**config.mk**
```make
export PLATFORM = sky130hd
export DESIGN_NAME = divideu
export DESIGN_NICKNAME = d
export VERILOG_FILES = /design/src/rtl/divideu.sv
export SDC_FILE = /design/constraint.sdc
export NUM_CORES = 1
export LEC_CHECK = 0
export BUFFER_PORTS_ARGS = -buffer_cell sky130_fd_sc_hd__clkbuf_2
export CORE_ASPECT_RATIO = 1.2
export CORE_UTILIZATION = 54
export DETAILED_ROUTE_END_ITERATION = 10
export GPL_TIMING_DRIVEN = 0
export PLACE_DENSITY = 0.72
export SYNTH_ARGS = -nofsm -noshare
export SYNTH_HDL_FRONTEND = slang
export SYNTH_SLANG_ARGS = --single-unit
```
**constraint.sdc**
```tcl
create_clock -name clk -period 2.5 [get_ports clk]
set_input_delay 0.25 -clock clk [delete_from_list [all_inputs] [get_ports clk]]
set_output_delay 0.25 -clock clk [all_outputs]
set_load 0.05 [all_outputs]
```
**src/rtl/divideu.sv**
```systemverilog
// Sequential unsigned restoring divider: one quotient bit per clock, MSB first.
// A zero divisor skips the iteration and reports all-ones quotient with div0.
//
// state  | meaning
// -------+-------------------------------------------------------------
// IDLE   | waiting for start; results from the last division are held
// RUN    | one restoring-division step per cycle, L1 cycles in total
// DONE   | results valid, done pulses for this single cycle
module divideu #(
  parameter int L1 = 8,
  parameter int L2 = 8
) (
  input  logic          clk,
  input  logic          rst,
  input  logic          start,
  input  logic [L1-1:0] in1,
  input  logic [L2-1:0] in2,
  output logic          busy,
  output logic          done,
  output logic [L1-1:0] quot,
  output logic [L2-1:0] rem,
  output logic          div0
);

  localparam logic [1:0] S_IDLE = 2'd0;
  localparam logic [1:0] S_RUN  = 2'd1;
  localparam logic [1:0] S_DONE = 2'd2;

  localparam int CW = $clog2(L1 + 1);

  logic [1:0]    state_q, state_d;
  logic [CW-1:0] cnt_q,   cnt_d;
  logic [L1-1:0] dvd_q,   dvd_d;
  logic [L2-1:0] dvs_q,   dvs_d;
  logic [L2-1:0] prem_q,  prem_d;
  logic [L1-1:0] quot_q,  quot_d;
  logic [L2-1:0] rem_q,   rem_d;
  logic          div0_q,  div0_d;

  logic [L2:0]   shifted;
  logic [L2:0]   diff;
  logic          ge;
  logic [L2-1:0] step_rem;
  logic [L1-1:0] step_quo;

  // dvd_q shifts dividend bits out of its MSB while quotient bits enter at the LSB.
  // The partial remainder is always below the divisor, so after the shift it needs
  // one extra bit and the subtraction result fits back into L2 bits.
  always_comb begin
    shifted  = {prem_q, dvd_q[L1-1]};
    diff     = shifted - {1'b0, dvs_q};
    ge       = (shifted >= {1'b0, dvs_q});
    step_rem = ge ? diff[L2-1:0] : shifted[L2-1:0];
    step_quo = (dvd_q << 1) | L1'(ge);
  end

  always_comb begin
    state_d = state_q;
    cnt_d   = cnt_q;
    dvd_d   = dvd_q;
    dvs_d   = dvs_q;
    prem_d  = prem_q;
    quot_d  = quot_q;
    rem_d   = rem_q;
    div0_d  = div0_q;

    case (state_q)
      S_IDLE: begin
        if (start) begin
          dvd_d  = in1;
          dvs_d  = in2;
          prem_d = '0;
          rem_d  = '0;
          if (in2 == '0) begin
            quot_d  = '1;
            div0_d  = 1'b1;
            cnt_d   = '0;
            state_d = S_DONE;
          end else begin
            quot_d  = '0;
            div0_d  = 1'b0;
            cnt_d   = CW'(L1);
            state_d = S_RUN;
          end
        end
      end

      S_RUN: begin
        dvd_d  = step_quo;
        prem_d = step_rem;
        cnt_d  = cnt_q - CW'(1);
        if (cnt_q == CW'(1)) begin
          quot_d  = step_quo;
          rem_d   = step_rem;
          state_d = S_DONE;
        end
      end

      S_DONE: begin
        state_d = S_IDLE;
      end

      default: begin
        state_d = S_IDLE;
      end
    endcase
  end

  always_ff @(posedge clk) begin
    if (rst) begin
      state_q <= S_IDLE;
      cnt_q   <= '0;
      dvd_q   <= '0;
      dvs_q   <= '0;
      prem_q  <= '0;
      quot_q  <= '0;
      rem_q   <= '0;
      div0_q  <= 1'b0;
    end else begin
      state_q <= state_d;
      cnt_q   <= cnt_d;
      dvd_q   <= dvd_d;
      dvs_q   <= dvs_d;
      prem_q  <= prem_d;
      quot_q  <= quot_d;
      rem_q   <= rem_d;
      div0_q  <= div0_d;
    end
  end

  assign busy = (state_q == S_RUN);
  assign done = (state_q == S_DONE);
  assign quot = quot_q;
  assign rem  = rem_q;
  assign div0 = div0_q;

endmodule

```
After elaboration in Yosys (flattened, before gate mapping)
Index checks and enable logic that the tools add are counted.
{ "op_classes": {"bitwise": 1, "magnitude_cmp": 1, "reduce_logical": 7, "n_eq_ne": 5, "mux": 19, "addsub": 2} }
{ "ops": {"columns": ["operator", "n"], "rows": [
  ["one-hot mux 8 bit (2 select lines)", 4],
  ["2-to-1 mux 8 bit", 7],
  ["greater-or-equal comparator 9 x 8 -> 1 bit", 1],
  ["zero test 8 bit", 1],
  ["2-to-1 mux 4 bit", 2],
  ["OR 8 x 1 -> 8 bit", 1],
  ["one-hot mux 4 bit (2 select lines)", 1],
  ["subtractor 8 bit", 1],
  ["2-to-1 mux 2 bit", 3],
  ["AND reduction 2 bit", 3],
  ["equality test 4 x 1 -> 1 bit (second input constant)", 1],
  ["one-hot mux 2 bit (2 select lines)", 1],
  ["subtractor 4 x 1 -> 4 bit (second input constant)", 1],
  ["AND reduction 3 bit", 1],
  ["equality test 2 x 1 -> 1 bit (second input constant)", 1],
  ["equality test 2 bit (second input constant)", 1],
  ["zero test 2 bit", 1],
  ["inequality test 2 x 1 -> 1 bit (second input constant)", 1],
  ["inequality test 2 bit (second input constant)", 1],
  ["nonzero test 2 bit", 1],
  ["2-to-1 mux 1 bit", 1]
]} }
{ "word_totals": {"in_bits": 19, "reg_bits": 47} }

Depth between registers and ports, before layout
Gate-level depths: netlist (run 1).
{ "logic_depth": {"depth_word": 4, "ltp_mapped": 9, "ltp_nobuf": 8} }

Worst setup path after synthesis (run 1)
OpenSTA, ideal clock, no wires.
{ "synth_timing": {"kind": "reg2out", "startpoint": "register state_q[1]", "endpoint": "output done", "t_arrival_ps": 1696, "setup_slack_ps": 554, "path_stages_with_launch": 4, "path_cell_list": "dfxtp_1 > clkbuf_1 > buf_2 > nor2b_1"} }
{ "synth_via": {"elab_chain_len": 1} }
{ "synth_rtl": {"columns": ["item", "line", "source"], "rows": [
  ["start: declaration", "31", "logic [1:0] state_q, state_d;"],
  ["start signal: assignment", "120", "state_q <= state_d;"],
  ["equality test 2 bit", "132", "assign done = (state_q == S_DONE);"],
  ["end: declaration", "19", "output logic done,"]
]} }
Every way passes these cells.

Worst setup path after layout (run 1)
Same ends and word-level chain as after synthesis.

==> results of run 1 <==
-- power breakdown --
part	total [mW]	internal (mW)	switching [mW]
sequential	0.890	0.825	0.0644
clock	0.505	0.226	0.279
combinational	1.12	0.417	0.706
total	2.52	1.47	1.05
-- worst max-delay path: stages (launching register included) --
cell and delay, ns:
dfxtp_1 0.50, clkbuf_1 0.39, buf_2 0.30, nor2b_1 0.16, clkbuf_2 0.28
-- layer usage --
layer | global-route usage [%] | part of all wire, % | vias up
met5 | 0 | 0 | -
met4 | 11.9 | 2.7 | 0
met1 | 32.2 | 43 | 1160
met2 | 46.6 | 51 | 50
met3 | 3.88 | 2.8 | 13
li1 | - | - | 1226
-- per-stage QoR --
step / utilization (%) / area [sq um]
detailed placement: 62.2 / 2900
CTS: 64.4 / 3000
floorplan: - / 2650
global route: 64.4 / 3000
global placement: 62.2 / 2900
finish: 64.4 / 3000
-- cells in the mapped netlist, types with 3 or more instances --
cell type   n  area (sq um)
dfxtp_1    47           941
nor2_1     36           135
a21oi_1    30           150
inv_1      23          86.3
nand2_1    21          78.8
o21ai_0    19          95.1
ha_1       10           125
mux2i_1    10           100
and2_1      9          56.3
a211oi_1    8          60.1
clkbuf_1    8          30.0
buf_2       6          30.0
nand3_1     5          25.0
o211ai_1    5          37.5
o31ai_1     5          37.5
a31o_2      4          35.0
a32o_1      4          40.0
nor2b_1     4          25.0
xor2_1      4          35.0
a32oi_1     3          26.3
nand2b_1    3          18.8
nor3_1      3          15.0
nor4_1      3          18.8
o21ai_1     3          15.0
-- registers in the layout, indices dropped and copies added (netlist names) --
name,count
cnt_q,4
div0,1
dvd_q,8
dvs_q,8
prem_q,8
quot,8
rem,8
state_q,2
-- cell type report --
class | count | area, sq um
fillers | 436 | 1660
multi-input cells | 229 | 1520
flip-flops and latches | 47 | 941
repair buffers | 36 | 180
plain buffers | 18 | 93.8
inverters | 24 | 90.1
clock buffers | 6 | 82.6
well taps | 58 | 72.6
clock inverters | 2 | 16.3
-- kinds of logic (layout without fill, tap and decap cells) --
kind of cell             after synthesis  in the layout  share of synthesized area [%]
AO/OA/AOI/OAI                        101            101                           26.3
XOR/XNOR                               5              5                           1.65
adder cells (fa/ha/maj)               11             11                           5.48
buffers and inverters                 42             86                           6.94
flip-flops                            47             47                           35.5
multiplexers                          10             10                           3.78
AND/OR/NAND/NOR                      102            102                           20.4
-- worst paths after layout --
path,from,endpoint
worst max-delay path,state_q[1]$_SDFFE_PP0P_,done
worst min-delay path,in2[3],dvs_q[3]$_SDFFE_PP0P_
worst max register to register,dvd_q[7]$_SDFFE_PP0P_,prem_q[6]$_SDFFE_PP0P_
worst min register to register,rem[4]$_SDFFE_PP0P_,rem[4]$_SDFFE_PP0P_
==> metrics.cfg, run 1 <==
[global_route]
overflow=0
antenna_found_initial=0
grt_pass1_vias=2265
gr-usage-all-layers_pct=26.8
grt_max_degree=16
grt_pass1_wl_um=10700

[sta]
slew_headroom_pct=55.0
maxSlewViolCount=0
rsz0062_at_grt=false
fin_ws_ns=0.312
fin_skew_ns=0.00952
hold_viol=0
finalCriticalPeriod_ns=2.19
setup_violations=0
fin_hold_ws_ns=0.189
timing.fmax_ghz=0.457
worst_slew_pin_slew_ns=0.672
min_period_over_period_pct=87.5
fin_tns_setup_ns=0

[synth]
synth_seq_area_share_pct=35.5
synth-edff-count=0
yosysWarnings=0
syn_area_sq_um=2650
synth_nets=348
ys.flop_type=dfxtp_1
synthArstFlopShare_pct=0
ys_types=62
synth_cells=318
syn_avg_cell_area_sq_um=8.33
ys_ff_latch=47

[route]
avgViaCountPerCell=5.83
firstDrtPassIters=4
drtIter0Drc=180
routedWlPerCell_um=15.0
detail-route-antenna-nets=0
post-route-drc-count=0
num_vias=2449
drt_wl_total_um=6290

[cts]
clk_path_buf_depth=2
cts_max_level=2
clk_pin_slew_ns=0.09
clock-sinks=47
root_buffer=clkbuf_8
clk_latency_ns=0.31
hold_buffers=0
cts_setup_buffers=0
numCtsBuffers=5
cts.repair.resized=0
cts_tree=yes

[die]
die_w_um=65.9
die_h_um=78.7
coreArea_sq_um=4660
rows=27
die_area_sq_um=5190
start_util_pct=56.8
pin_count=38

[power_and_ir_drop]
design_power_total_mw=2.52
power.density_nw_per_um2=839
leakagePower_nw=1.26
ir_drop_v=0.000346

[final_layout]
final_common_cell=dfxtp_1
n_antenna_cell=0
area_delta_synth_final_pct=13.3
drive_gt1_share_pct=21.0
finalNonFillerCells=420
layout_common_cells=47 x dfxtp_1, 36 x nor2_1, 36 x clkbuf_2, 30 x a21oi_1, 23 x inv_1
final_nets=391

[worst_setup_path]
cp-end-kind=output pin
crit_fanout=10
cp-start-kind=flip-flop
crit_required_ns=2.25
cp.arrival_ns=1.94
r2r_slack_ns=0.37
r2r_cells=8
worstSetupPathType=reg -> out

[flow_run]
drv_cap=0

[placement]
dpl.cell_count=412
place.gp.congestion=0.798
hpwlAfterDp_um=4710
pre_cts_ws_ns=0.379
port_buffers=36

[outcome]
outcome=completed

[hold_path]
min_path_type=in -> reg
worstHoldPathCells=3

No activity file was read; power rests on OpenSTA's default activity.
==> run 2: changes to the inputs <==
- BUFFER_PORTS_ARGS: -buffer_cell sky130_fd_sc_hd__clkbuf_2 -> not set
- CORE_UTILIZATION: 54 -> 45
- CTS_BUF_LIST: not set -> sky130_fd_sc_hd__clkbuf_4 sky130_fd_sc_hd__clkbuf_8
- DONT_BUFFER_PORTS: not set -> 1
- PLACE_DENSITY: 0.72 -> 0.56
==> metrics.cfg, run 2 (synthesized netlist as in run 1, its figures left out) <==
[worst_setup_path]
crit_required_ns=2.25  ; about the same
cp.arrival_ns=2.06  ; +0.12 ns
r2r_cells=8  ; unchanged
cp-end-kind=output pin
crit_fanout=10  ; unchanged
worstSetupPathType=reg -> out
cp-start-kind=flip-flop

[outcome]
outcome=completed

[power_and_ir_drop]
ir_drop_v=0.000343  ; -0.71%
netSwitchingFraction_pct=41.5  ; -0.15 points
switchingPower_mw=1.03  ; -2.1%
pwr-share-seq_pct=38.4  ; +3.1 points
power.density_nw_per_um2=868  ; +3.5%
intPower_mw=1.45  ; -1.5%
p_clk_share_pct=20.3  ; +0.2 points
design_power_total_mw=2.47  ; -1.7%
leakagePower_nw=1.10  ; -13%
combPwrFrac_pct=41.3  ; -3.3 points

[sta]
setup_violations=0  ; unchanged
fin_skew_ns=0.0182  ; +0.00863 ns
fin_tns_setup_ns=0  ; unchanged
timing.fmax_ghz=0.434  ; -5.1%
worst_slew_pin_slew_ns=0.690  ; +0.0177 ns
maxSlewViolCount=0  ; unchanged
min_period_over_period_pct=92.2  ; +4.7 points
finalCriticalPeriod_ns=2.31  ; +0.118 ns
hold_viol=0  ; unchanged
rsz0062_at_grt=false
slew_headroom_pct=53.8  ; -1.2 points

[die]
pin_count=38  ; unchanged
rows=30  ; +11%
die_area_sq_um=6200  ; +19%
die_w_um=72.0  ; +9.3%
coreArea_sq_um=5670  ; +22%
die_h_um=86.0  ; +9.3%
start_util_pct=46.7  ; -10 points

[cts]
cts.repair.resized=1  ; +1
clk_latency_ns=0.31  ; about the same
cts_max_level=2  ; unchanged
clk_path_buf_depth=2  ; unchanged
numCtsBuffers=5  ; unchanged
hold_buffers=0  ; unchanged
root_buffer=clkbuf_8
cts_setup_buffers=0  ; unchanged
clk_pin_slew_ns=0.09  ; about the same
cts_tree=yes
clock-sinks=47  ; unchanged

[route]
drt_wl_total_um=6420  ; +2.1%
num_vias=2247  ; -8.2%
top_layer_used=met4
post-route-drc-count=0  ; unchanged
detail-route-antenna-nets=0  ; unchanged
drtIter0Drc=55  ; -69%
firstDrtPassIters=4  ; unchanged
met2_length_um=3410  ; +6.1%
drt-met1-wl_um=2760  ; +1.5%
routedWlPerCell_um=15.8  ; +5.6%
wl_met3_um=171  ; -3.4%
avgViaCountPerCell=5.53  ; -5.1%

[hold_path]
min_path_type=in -> reg
worstHoldPathCells=2  ; -1

[final_layout]
layout_common_cells=47 x dfxtp_1, 36 x nor2_1, 30 x a21oi_1, 23 x inv_1, 21 x nand2_1
drive_gt1_share_pct=12.6  ; -8.4 points
fillers=594  ; +36%
area_delta_synth_final_pct=7.60
final_common_cell=dfxtp_1
n_antenna_cell=0  ; unchanged
final_nets=355  ; -9.2%

[global_route]
gr-usage-all-layers_pct=22.2  ; -4.7 points
grt_max_degree=16  ; unchanged
grt_pass1_wl_um=10600  ; -0.71%
overflow=0  ; unchanged
grt_pass1_vias=2154  ; -4.9%
antenna_found_initial=0  ; unchanged

[placement]
hpwlAfterDp_um=4830  ; +2.4%
port_buffers=0  ; -100%
place.gp.congestion=0.770  ; -3.6%

[flow_run]
drv_cap=0  ; unchanged

## run 2: final timing paths
path / endpoint / startpoint / slack [ns]
hold reg to reg: dvs_q[7]$_SDFFE_PP0P_ / dvs_q[7]$_SDFFE_PP0P_ / 0.50
setup / recovery: done / state_q[1]$_SDFFE_PP0P_ / 0.19
setup reg to reg: prem_q[6]$_SDFFE_PP0P_ / dvd_q[7]$_SDFFE_PP0P_ / 0.39
hold / removal: dvs_q[6]$_SDFFE_PP0P_ / in2[6] / 0.1
## run 2: critical path, cell delays in order (launching register included)
cell and delay [ns]:
dfxtp_1 0.50, clkbuf_1 0.41, buf_2 0.31, nor2b_2 0.54
## run 2: power by group through the flow
stage | Clock [mW] | Sequential (mW) | Combinational, mW
detailed placement | 0 | 0.969 | 1.01
CTS | 0.508 | 0.951 | 1.02
floorplan | 0 | 0.942 | 0.820
finish | 0.503 | 0.950 | 1.02
global route | 0.543 | 0.960 | 1.14
global placement | 0 | 0.967 | 1.02
## run 2: routing by layer
| metal | vias to the layer above | track usage (%) |
|---|---|---|
| li1 | 1146 | - |
| met5 | - | 0 |
| met3 | 6 | 4.11 |
| met1 | 1069 | 26.3 |
| met4 | 0 | 5.88 |
| met2 | 26 | 40.6 |
## run 2: cell type report
cell class,count,area (sq um),area share [%]
clock buffers,6,82.6,2.90
multi-input cells,229,1530,53.6
clock inverters,2,16.3,0.571
inverters,24,90.1,3.16
flip-flops and latches,47,941,33.0
plain buffers,18,93.8,3.29
well taps,80,100,3.51
## run 2: per-stage QoR
stage	hold WS (ns)	cells	util (%)	cell area [sq um]	setup slack, ns
after detailed placement	0.410	398	48.5	2750	0.247
after global routing	0.0903	406	50.3	2850	0.0839
after global placement	0.400	398	48.5	2750	0.277
final	0.0981	406	50.3	2850	0.194
after floorplan	0.397	318	-	2650	0.554
after CTS	0.0945	406	50.3	2850	0.172
==> run 3: changes to the inputs <==
- PLACE_DENSITY: 0.56 -> not set
- PLACE_DENSITY_LB_ADDON: not set -> 0.1
==> metrics.cfg, run 3 (synthesized netlist as in run 1, its figures left out) <==
[outcome]
outcome=completed

[route]
wl_met3_um=173  ; +1.2%
drt-met1-wl_um=2630  ; -4.9%
top_layer_used=met4
firstDrtPassIters=4  ; unchanged
detail-route-antenna-nets=0  ; unchanged
avgViaCountPerCell=5.54  ; +0.13%
met2_length_um=3400  ; -0.29%
routedWlPerCell_um=15.6  ; -1.3%
post-route-drc-count=0  ; unchanged
drt_wl_total_um=6340  ; -1.3%
num_vias=2250  ; +0.13%
drtIter0Drc=141  ; +160%

[global_route]
grt_max_degree=16  ; unchanged
overflow=0  ; unchanged
grt_pass1_vias=2196  ; +1.9%
gr-usage-all-layers_pct=22.3  ; +0.15 points
grt_pass1_wl_um=10700  ; +0.85%
antenna_found_initial=0  ; unchanged

[sta]
setup_violations=0  ; unchanged
hold_viol=0  ; unchanged
fin_hold_ws_ns=0.101  ; +0.00249 ns
min_period_over_period_pct=90.6  ; -1.6 points
fin_skew_ns=0.0154  ; -0.00274 ns
fin_ws_ns=0.234  ; +0.0403 ns
slew_headroom_pct=53.1  ; -0.78 points
timing.fmax_ghz=0.441  ; +1.8%
worst_slew_pin_slew_ns=0.702  ; +0.0117 ns
maxSlewViolCount=0  ; unchanged
fin_tns_setup_ns=0  ; unchanged
finalCriticalPeriod_ns=2.27  ; -0.0403 ns
rsz0062_at_grt=false

[cts]
clock-sinks=47  ; unchanged
clk_path_buf_depth=2  ; unchanged
cts_max_level=2  ; unchanged
hold_buffers=0  ; unchanged
cts.repair.resized=1  ; unchanged
root_buffer=clkbuf_8
clk_pin_slew_ns=0.10  ; about the same
cts_tree=yes
cts_setup_buffers=0  ; unchanged
clk_latency_ns=0.31  ; about the same
numCtsBuffers=5  ; unchanged

[placement]
place_area_sq_um=2750  ; unchanged
hpwlAfterDp_um=4810  ; -0.39%
port_buffers=0  ; unchanged
dpl.cell_count=398  ; unchanged
place.gp.congestion=0.789  ; +2.5%
pre_cts_ws_ns=0.292  ; +0.0445 ns

[die]
start_util_pct=46.7  ; unchanged
die_area_sq_um=6200  ; unchanged
pin_count=38  ; unchanged
die_h_um=86.0  ; unchanged
coreArea_sq_um=5670  ; unchanged
rows=30  ; unchanged
die_w_um=72.0  ; unchanged

[power_and_ir_drop]
intPower_mw=1.45  ; about the same
pwr-share-seq_pct=38.5  ; about the same
combPwrFrac_pct=41.3  ; about the same
ir_drop_v=0.000279  ; -19%
switchingPower_mw=1.02  ; -0.73%
leakagePower_nw=1.10  ; unchanged
power.density_nw_per_um2=866  ; -0.27%
p_clk_share_pct=20.2  ; about the same
netSwitchingFraction_pct=41.3  ; -0.19 points
design_power_total_mw=2.47  ; -0.27%

[final_layout]
finalNonFillerCells=406  ; unchanged
final_cell_area_sq_um=2850  ; unchanged
final_common_cell=dfxtp_1
area_delta_synth_final_pct=7.60  ; unchanged
fillers=588  ; -1.0%
fin_util_pct=50.3  ; unchanged
drive_gt1_share_pct=12.6  ; unchanged
n_antenna_cell=0  ; unchanged
final_nets=355  ; unchanged
layout_common_cells=47 x dfxtp_1, 36 x nor2_1, 30 x a21oi_1, 23 x inv_1, 21 x nand2_1

[worst_setup_path]
cp.arrival_ns=2.02  ; -0.04 ns
r2r_cells=8  ; unchanged
worstSetupPathType=reg -> out
path_delay_family=buffers and inverters
path_cells=clkbuf_1 -> buf_2 -> nor2b_2
cp-end-kind=output pin
worst-path-stages=3  ; unchanged
r2r_slack_ns=0.36  ; -0.03 ns
crit_required_ns=2.25  ; about the same
crit_fanout=10  ; unchanged
rr_endpoint=prem_q[6]$_SDFFE_PP0P_
reg2reg_from=dvd_q[7]$_SDFFE_PP0P_
crit_buf_inv=2  ; unchanged
cp_slowest_cell=nor2b_2
cp-start-kind=flip-flop
critical_path.max_stage_delay_ns=0.53  ; about the same

[hold_path]
worstHoldEndpoint=dvs_q[5]$_SDFFE_PP0P_
hp-start=in2[5]
worstHoldPathCells=2  ; unchanged
min_path_type=in -> reg

[flow_run]
drv_cap=0  ; unchanged

[run 3: cell counts in the layout (fill, tap and decap cells not counted)]
Identical to the previous run, type by type.
[run 3: final cells by class]
class / instances / area (sq um) / share of cell area (%)
clock inverter: 2 / 16.3 / 0.571
tap: 80 / 100 / 3.51
clock buffer: 6 / 82.6 / 2.90
buffer: 18 / 93.8 / 3.29
inverter: 24 / 90.1 / 3.16
sequential: 47 / 941 / 33.0
multi-input combinational: 229 / 1530 / 53.6
[run 3: how the worst max path moves through the flow]
| stage | from | endpoint | slack, ns |
|---|---|---|---|
| 3_5_place_dp | state_q[1]$_SDFFE_PP0P_ | done | 0.29 |
| 5_1_grt | state_q[1]$_SDFFE_PP0P_ | done | 0.09 |
| 2_1_floorplan | state_q[1]$_SDFFE_PP0P_ | done | 0.55 |
| 3_3_place_gp | state_q[1]$_SDFFE_PP0P_ | done | 0.30 |
| 4_1_cts | state_q[1]$_SDFFE_PP0P_ | done | 0.20 |
| 6_report | state_q[1]$_SDFFE_PP0P_ | done | 0.23 |
[run 3: layer usage]
layer | vias to the layer above | track usage, %
li1 | 1144 | -
met2 | 31 | 40.5
met5 | - | 0
met3 | 8 | 3.64
met1 | 1067 | 26.3
met4 | 0 | 7.84
[run 3: worst reg2reg max path, cell delays in order, from the launching register on]
cell,delay (ns)
dfxtp_1,0.34
inv_1,0.08
ha_1,0.24
fa_1,0.40
nand2b_1,0.20
a2111o_1,0.38
o211ai_1,0.16
o21ai_0,0.12
o21ai_0,0.16
[run 3: power by group through the flow]
stage,clock (mW),sequential [mW],combinational (mW)
after floorplan,0,0.942,0.820
after global placement,0,0.966,1.01
after detailed placement,0,0.968,1.02
after CTS,0.514,0.950,1.02
after global routing,0.537,0.961,1.14
final,0.499,0.949,1.02
